[config.mk]
export PLATFORM = sky130hd
export DESIGN_NAME = mdio_slave
export DESIGN_NICKNAME = d
export VERILOG_FILES = /design/src/rtl/mdio_slave.sv
export SDC_FILE = /design/constraint.sdc
export NUM_CORES = 2
export LEC_CHECK = 0
export CAP_MARGIN = 20
export CELL_PAD_IN_SITES_DETAIL_PLACEMENT = 1
export CELL_PAD_IN_SITES_GLOBAL_PLACEMENT = 2
export CORE_UTILIZATION = 43
export DETAILED_ROUTE_END_ITERATION = 12
export PLACE_DENSITY = 0.78
export SKIP_CTS_REPAIR_TIMING = 1
export SLEW_MARGIN = 20
export SYNTH_ARGS = -nofsm -noshare
export SYNTH_HDL_FRONTEND = slang
export SYNTH_SLANG_ARGS = --single-unit
[constraint.sdc]
create_clock -name clk -period 3.32 [get_ports clk]
set_input_delay 0.498 -clock clk [delete_from_list [all_inputs] [get_ports clk]]
set_output_delay 0.498 -clock clk [all_outputs]
set_load 0.02 [all_outputs]
[src/rtl/mdio_slave.sv]
// Clause 22 MDIO responder: oversamples MDC/MDIO, decodes read/write frames and
// serves a 32x16 register file shared with a host port. MDIO_SLAVE_INT_EN adds mdint.
module mdio_slave #(
    parameter logic [4:0] PHY_ADDR    = 5'd0,
    parameter int         PREAMBLE    = 1,
    parameter int         SYNC_STAGES = 2
) (
    input  logic        clk,
    input  logic        rst,
    input  logic        mdc,
    input  logic        mdio_i,
    output logic        mdio_o,
    output logic        mdio_oe,
    input  logic [4:0]  h_ra,
    input  logic [15:0] h_wd,
    input  logic        h_we,
    output logic [15:0] h_rd,
    output logic [4:0]  wr_ra,
    output logic [15:0] wr_d,
    output logic        wr_dv,
    output logic        rd_dv,
    output logic        frame_err
`ifdef MDIO_SLAVE_INT_EN
    ,
    output logic        mdint
`endif
);

    typedef enum logic [2:0] {
        S_IDLE,
        S_ST,
        S_OP,
        S_PHYAD,
        S_REGAD,
        S_TA,
        S_DATA
    } state_t;

    localparam logic [5:0] PRE_FULL       = 6'd32;
    localparam logic [4:0] INT_STATUS_REG = 5'h1A;

    logic [SYNC_STAGES-1:0] mdc_sync;
    logic [SYNC_STAGES-1:0] mdio_sync;
    logic                   mdc_prev;
    logic                   rise;
    logic                   bit_in;

    state_t      state;
    logic [5:0]  pre_cnt;
    logic [3:0]  bit_cnt;
    logic        is_read;
    logic [4:0]  addr_sr;
    logic [4:0]  addr_next;
    logic [4:0]  reg_addr;
    logic [15:0] shift_q;

    logic [15:0] regs [32];
    logic        commit;
    logic [15:0] commit_data;

    // Both inputs see the same depth so a data bit stays aligned with its clock edge.
    always_ff @(posedge clk) begin
        if (rst) begin
            mdc_sync  <= '0;
            mdio_sync <= '0;
            mdc_prev  <= 1'b0;
        end else begin
            mdc_sync  <= {mdc_sync[SYNC_STAGES-2:0], mdc};
            mdio_sync <= {mdio_sync[SYNC_STAGES-2:0], mdio_i};
            mdc_prev  <= mdc_sync[SYNC_STAGES-1];
        end
    end

    assign rise        = mdc_sync[SYNC_STAGES-1] & ~mdc_prev;
    assign bit_in      = mdio_sync[SYNC_STAGES-1];
    assign addr_next   = {addr_sr[3:0], bit_in};
    assign commit      = rise && (state == S_DATA) && !is_read && (bit_cnt == 4'd15);
    assign commit_data = {shift_q[14:0], bit_in};

    // Host port: h_we is a plain write strobe; a same-clk MDIO commit lands last and wins.
    always_ff @(posedge clk) begin
        if (rst) begin
            for (int i = 0; i < 32; i++) begin
                regs[i] <= '0;
            end
            h_rd <= '0;
        end else begin
            h_rd <= regs[h_ra];
            if (h_we) begin
                regs[h_ra] <= h_wd;
            end
            if (commit) begin
                regs[reg_addr] <= commit_data;
            end
        end
    end

    always_ff @(posedge clk) begin
        if (rst) begin
            state     <= S_IDLE;
            pre_cnt   <= '0;
            bit_cnt   <= '0;
            is_read   <= 1'b0;
            addr_sr   <= '0;
            reg_addr  <= '0;
            shift_q   <= '0;
            mdio_o    <= 1'b0;
            mdio_oe   <= 1'b0;
            wr_ra     <= '0;
            wr_d      <= '0;
            wr_dv     <= 1'b0;
            rd_dv     <= 1'b0;
            frame_err <= 1'b0;
`ifdef MDIO_SLAVE_INT_EN
            mdint     <= 1'b0;
`endif
        end else begin
            wr_dv     <= 1'b0;
            rd_dv     <= 1'b0;
            frame_err <= 1'b0;
            if (rise) begin
                case (state)
                    S_IDLE: begin
                        if (bit_in) begin
                            if (pre_cnt != PRE_FULL) begin
                                pre_cnt <= pre_cnt + 6'd1;
                            end
                        end else begin
                            pre_cnt <= '0;
                            if ((pre_cnt == PRE_FULL) || (PREAMBLE == 0)) begin
                                state <= S_ST;
                            end
                        end
                    end
                    S_ST: begin
                        bit_cnt <= '0;
                        if (bit_in) begin
                            state <= S_OP;
                        end else begin
                            frame_err <= 1'b1;
                            state     <= S_IDLE;
                        end
                    end
                    S_OP: begin
                        addr_sr <= addr_next;
                        if (bit_cnt == 4'd0) begin
                            bit_cnt <= 4'd1;
                        end else if (addr_next[1:0] == 2'b10 || addr_next[1:0] == 2'b01) begin
                            is_read <= addr_next[1];
                            bit_cnt <= '0;
                            state   <= S_PHYAD;
                        end else begin
                            frame_err <= 1'b1;
                            state     <= S_IDLE;
                        end
                    end
                    S_PHYAD: begin
                        addr_sr <= addr_next;
                        bit_cnt <= bit_cnt + 4'd1;
                        if (bit_cnt == 4'd4) begin
                            bit_cnt <= '0;
                            // Another PHY's frame: drop out quietly and wait for a new preamble.
                            state   <= (addr_next == PHY_ADDR) ? S_REGAD : S_IDLE;
                        end
                    end
                    S_REGAD: begin
                        addr_sr <= addr_next;
                        bit_cnt <= bit_cnt + 4'd1;
                        if (bit_cnt == 4'd4) begin
                            bit_cnt  <= '0;
                            reg_addr <= addr_next;
                            state    <= S_TA;
                            if (is_read) begin
                                shift_q <= regs[addr_next];
                            end
                        end
                    end
                    S_TA: begin
                        addr_sr <= addr_next;
                        if (bit_cnt == 4'd0) begin
                            bit_cnt <= 4'd1;
                            if (is_read) begin
                                mdio_oe <= 1'b1;
                                mdio_o  <= 1'b0;
                            end
                        end else begin
                            bit_cnt <= '0;
                            if (is_read) begin
                                mdio_o  <= shift_q[15];
                                shift_q <= {shift_q[14:0], 1'b0};
                                state   <= S_DATA;
                            end else if (addr_next[1:0] == 2'b10) begin
                                state <= S_DATA;
                            end else begin
                                frame_err <= 1'b1;
                                state     <= S_IDLE;
                            end
                        end
                    end
                    S_DATA: begin
                        bit_cnt <= bit_cnt + 4'd1;
                        if (is_read) begin
                            if (bit_cnt == 4'd15) begin
                                mdio_oe <= 1'b0;
                                mdio_o  <= 1'b0;
                                rd_dv   <= 1'b1;
                                state   <= S_IDLE;
`ifdef MDIO_SLAVE_INT_EN
                                if (reg_addr == INT_STATUS_REG) begin
                                    mdint <= 1'b0;
                                end
`endif
                            end else begin
                                mdio_o  <= shift_q[15];
                                shift_q <= {shift_q[14:0], 1'b0};
                            end
                        end else begin
                            shift_q <= commit_data;
                            if (bit_cnt == 4'd15) begin
                                wr_ra <= reg_addr;
                                wr_d  <= commit_data;
                                wr_dv <= 1'b1;
                                state <= S_IDLE;
`ifdef MDIO_SLAVE_INT_EN
                                if (reg_addr != INT_STATUS_REG) begin
                                    mdint <= 1'b1;
                                end
`endif
                            end
                        end
                    end
                    default: state <= S_IDLE;
                endcase
            end
        end
    end

endmodule

==> impl_metrics.py <==
metrics = {
    "placed_design": {
        "dpl_cell_area_um2": 38100,
        "dp_hpwl_um": 111000,
        "dp_slack_ns": 0.104,
        "place_congestion": 0.989,
        "port_buffers": 67,
        "dp.cells": 4430,
    },
    "layout": {
        "multiInputGateArea_um2": 16700,
        "nFillCells": 8816,
        "diodes": 0,
        "seq_area_um2": 17100,
        "stdcell_count": 4559,
        "final_nets": 3466,
        "post-route-util_pct": 49.1,
        "layout_common_cells": "1105 x nand2_1, 512 x edfxtp_1, 507 x o21ai_1",
        "finish.instance_area_um2": 40300,
        "final_common_cell": "nand2_1",
        "drive_gt1_share_pct": 20.8,
        "syn2layout_area_growth_pct": 13.0,
    },
    "critical_path": {
        "crit_type": "register to register",
        "reg2reg_setup_slack_ns": 0.29,
        "worstReg2RegStart": "mdio_sync[1]$_SDFF_PP0_",
        "cp.required_ns": 3.82,
        "critPathMaxFanout": 31,
        "r2r_end": "bit_cnt[0]$_SDFFE_PP0P_",
        "cp-startpoint": "mdio_sync[1]$_SDFF_PP0_",
        "cp-end-kind": "register",
        "endpoint": "bit_cnt[0]$_SDFFE_PP0P_",
        "reg2reg_depth": 7,
        "arrival_ns": 3.53,
        "critPathLaunchType": "register",
    },
    "sta": {
        "period_minus_slack_ns": 3.03,
        "hold_violations": 0,
        "setup_viol": 0,
        "tns_ns": 0,
        "max_clock_freq_mhz": 330,
        "tightest_slew_ns": 1.18,
        "slew_headroom_pct": 21.2,
        "fin_crit_sh_pct": 91.2,
        "finalClockSkew_ns": 0.0284,
        "setup_ws_ns": 0.294,
        "finalMaxSlewViolations": 0,
        "rsz0062_at_grt": "false",
        "whs_ns": 0.221,
    },
    "pwr": {
        "total_power_mw": 18.5,
        "power_density_nw_per_um2": 459,
        "max-vdd-ir-drop_mv": 0.341,
        "power_leakage_nw": 12.7,
    },
    "yosys": {
        "synth-seq-cells": 598,
        "synthArstFlopShare_pct": 0,
        "synth-seq-area-share_pct": 47.9,
        "synth_ff_type": "edfxtp_1",
        "yosysUniqueCellTypes": 81,
        "netlist_instances": 3407,
        "synth_edf_count": 512,
        "synth_warnings": 0,
        "netlist.area_leader.share_pct": 43.1,
        "mappedNetlistNets": 3439,
        "synth_top_area_cell": "edfxtp_1",
        "syn_area_um2": 35700,
        "syn_area_per_cell_um2": 10.5,
        "ys_top_cells_by_area": "edfxtp_1 43%, mux4_2 16%, nand2_1 12%",
    },
    "grt": {
        "grt.total_usage_pct": 37.6,
        "grt_max_degree": 59,
        "grt_pass1_wl_um": 225000,
        "antenna_found_initial": 4,
        "grt-ovfl-total": 0,
        "grt_pass1_vias": 29900,
    },
    "floorplanning": {
        "core-area_um2": 82100,
        "die_area_um2": 84200,
        "die_w_um": 290,
        "io_pins": 68,
        "start_util_pct": 43.5,
        "die_y_um": 290,
        "core.rowCount": 105,
    },
    "detailed_routing": {
        "drtIter0Drc": 3394,
        "drt_pre_antenna_iters": 5,
        "drc": 0,
        "totalWireLength_um": 159000,
        "ant_nets": 0,
        "via_count": 30200,
        "avgRoutedWirePerCell_um": 34.9,
        "routed_via_density": 6.63,
    },
    "clock_tree": {
        "cts.sinks": 598,
        "cts_tree": "built",
        "clock_latency_ns": 0.62,
        "cts_root_buffer": "clkbuf_16",
        "clk_transition_reported_paths_ns": 0.06,
        "cts_made_buffers": 72,
        "cts_max_level": 3,
        "clock_path_buffers": 3,
    },
    "outcome": {
        "outcome": "completed",
    },
    "worst_hold_path": {
        "hold_class": "input pin to register",
    },
    "run": {
        "cap_violations": 0,
    },
}
[per-layer routing]
metal  GRT usage (%)  share of wire, %
met1            48.5                37
met2            60.6                47
met3            6.87               9.8
met4            19.6               6.0
met5               0             0.025
[cell usage after synthesis (10+ instances only)]
library cell / number
nand2_1: 1105
edfxtp_1: 512
o21ai_1: 507
mux4_2: 250
clkbuf_1: 162
buf_2: 150
dfxtp_1: 86
nor2_1: 69
a22oi_1: 48
buf_4: 37
a21oi_1: 36
mux2i_1: 36
or3_1: 35
nor4_4: 30
a31oi_1: 23
nor2b_1: 21
o22ai_1: 21
o21ai_0: 20
nand3_1: 18
a221oi_1: 16
a22o_1: 15
nor2_2: 14
buf_6: 12
nand3b_1: 12
nor2_4: 10
[flip-flops by register name, summed over array words and instances, names as in the netlist]
| register | cells |
|---|---|
| reg_addr | 5 |
| bit_cnt | 4 |
| pre_cnt | 6 |
| mdc_sync | 2 |
| frame_err | 1 |
| h_rd | 16 |
| wr_ra | 5 |
| mdc_prev | 1 |
| rd_dv | 1 |
| wr_dv | 1 |
| shift_q | 16 |
| is_read | 1 |
| mdio_oe | 1 |
| mdio_sync | 2 |
| wr_d | 16 |
| regs | 512 |
| state | 3 |
| addr_sr | 4 |
| mdio_o | 1 |
[power breakdown]
group,switching (mW),internal (mW),leakage [nW]
registers,0.341,8.52,5.58
clock network,3.36,4.54,1.11
logic,1.08,0.675,6.01
[worst min-delay path by stage]
stage,startpoint,endpoint,slack [ns],cells after the start
after CTS,rst,reg_addr[4]$_SDFFE_PP0P_,0.20,2
final,rst,reg_addr[4]$_SDFFE_PP0P_,0.22,2
after global routing,rst,reg_addr[4]$_SDFFE_PP0P_,0.23,2
after detailed placement,wr_d[10]$_SDFFE_PP0P_,wr_d[10]$_SDFFE_PP0P_,0.45,2
after global placement,mdc_sync[0]$_SDFF_PP0_,mdc_sync[1]$_SDFF_PP0_,0.44,1
after floorplan,mdc_sync[0]$_SDFF_PP0_,mdc_sync[1]$_SDFF_PP0_,0.41,1
[logic make-up after synthesis]
logic type | count (synthesis) | synth area share [%]
muxes | 288 | 16.8
AOI/OAI and AO/OA | 735 | 11.6
and+or+nand+nor | 1392 | 18.0
adders and majority gates | 6 | 0.210
xor gates and xnor gates | 5 | 0.123
DFF | 598 | 47.9
buffers and inverters | 383 | 5.33
[worst max-delay path, stage by stage, from the launching register on]
cell,delay (ns)
dfxtp_4,0.66
buf_12,0.32
inv_2,0.09
ha_1,0.38
o21a_1,0.21
o311ai_1,0.74
nor2_1,0.13
a211oi_1,0.33
[final cells by class]
| type | count | share of cell area, % |
|---|---|---|
| clock buffer | 94 | 4.75 |
| clock inverter | 35 | 0.853 |
| inverter | 9 | 0.0838 |
| multi-input combinational | 2426 | 41.5 |
| sequential | 598 | 42.5 |
| tap | 1070 | 3.32 |
| timing repair buffer | 327 | 7.03 |
Power figures use the tool's default switching activity.
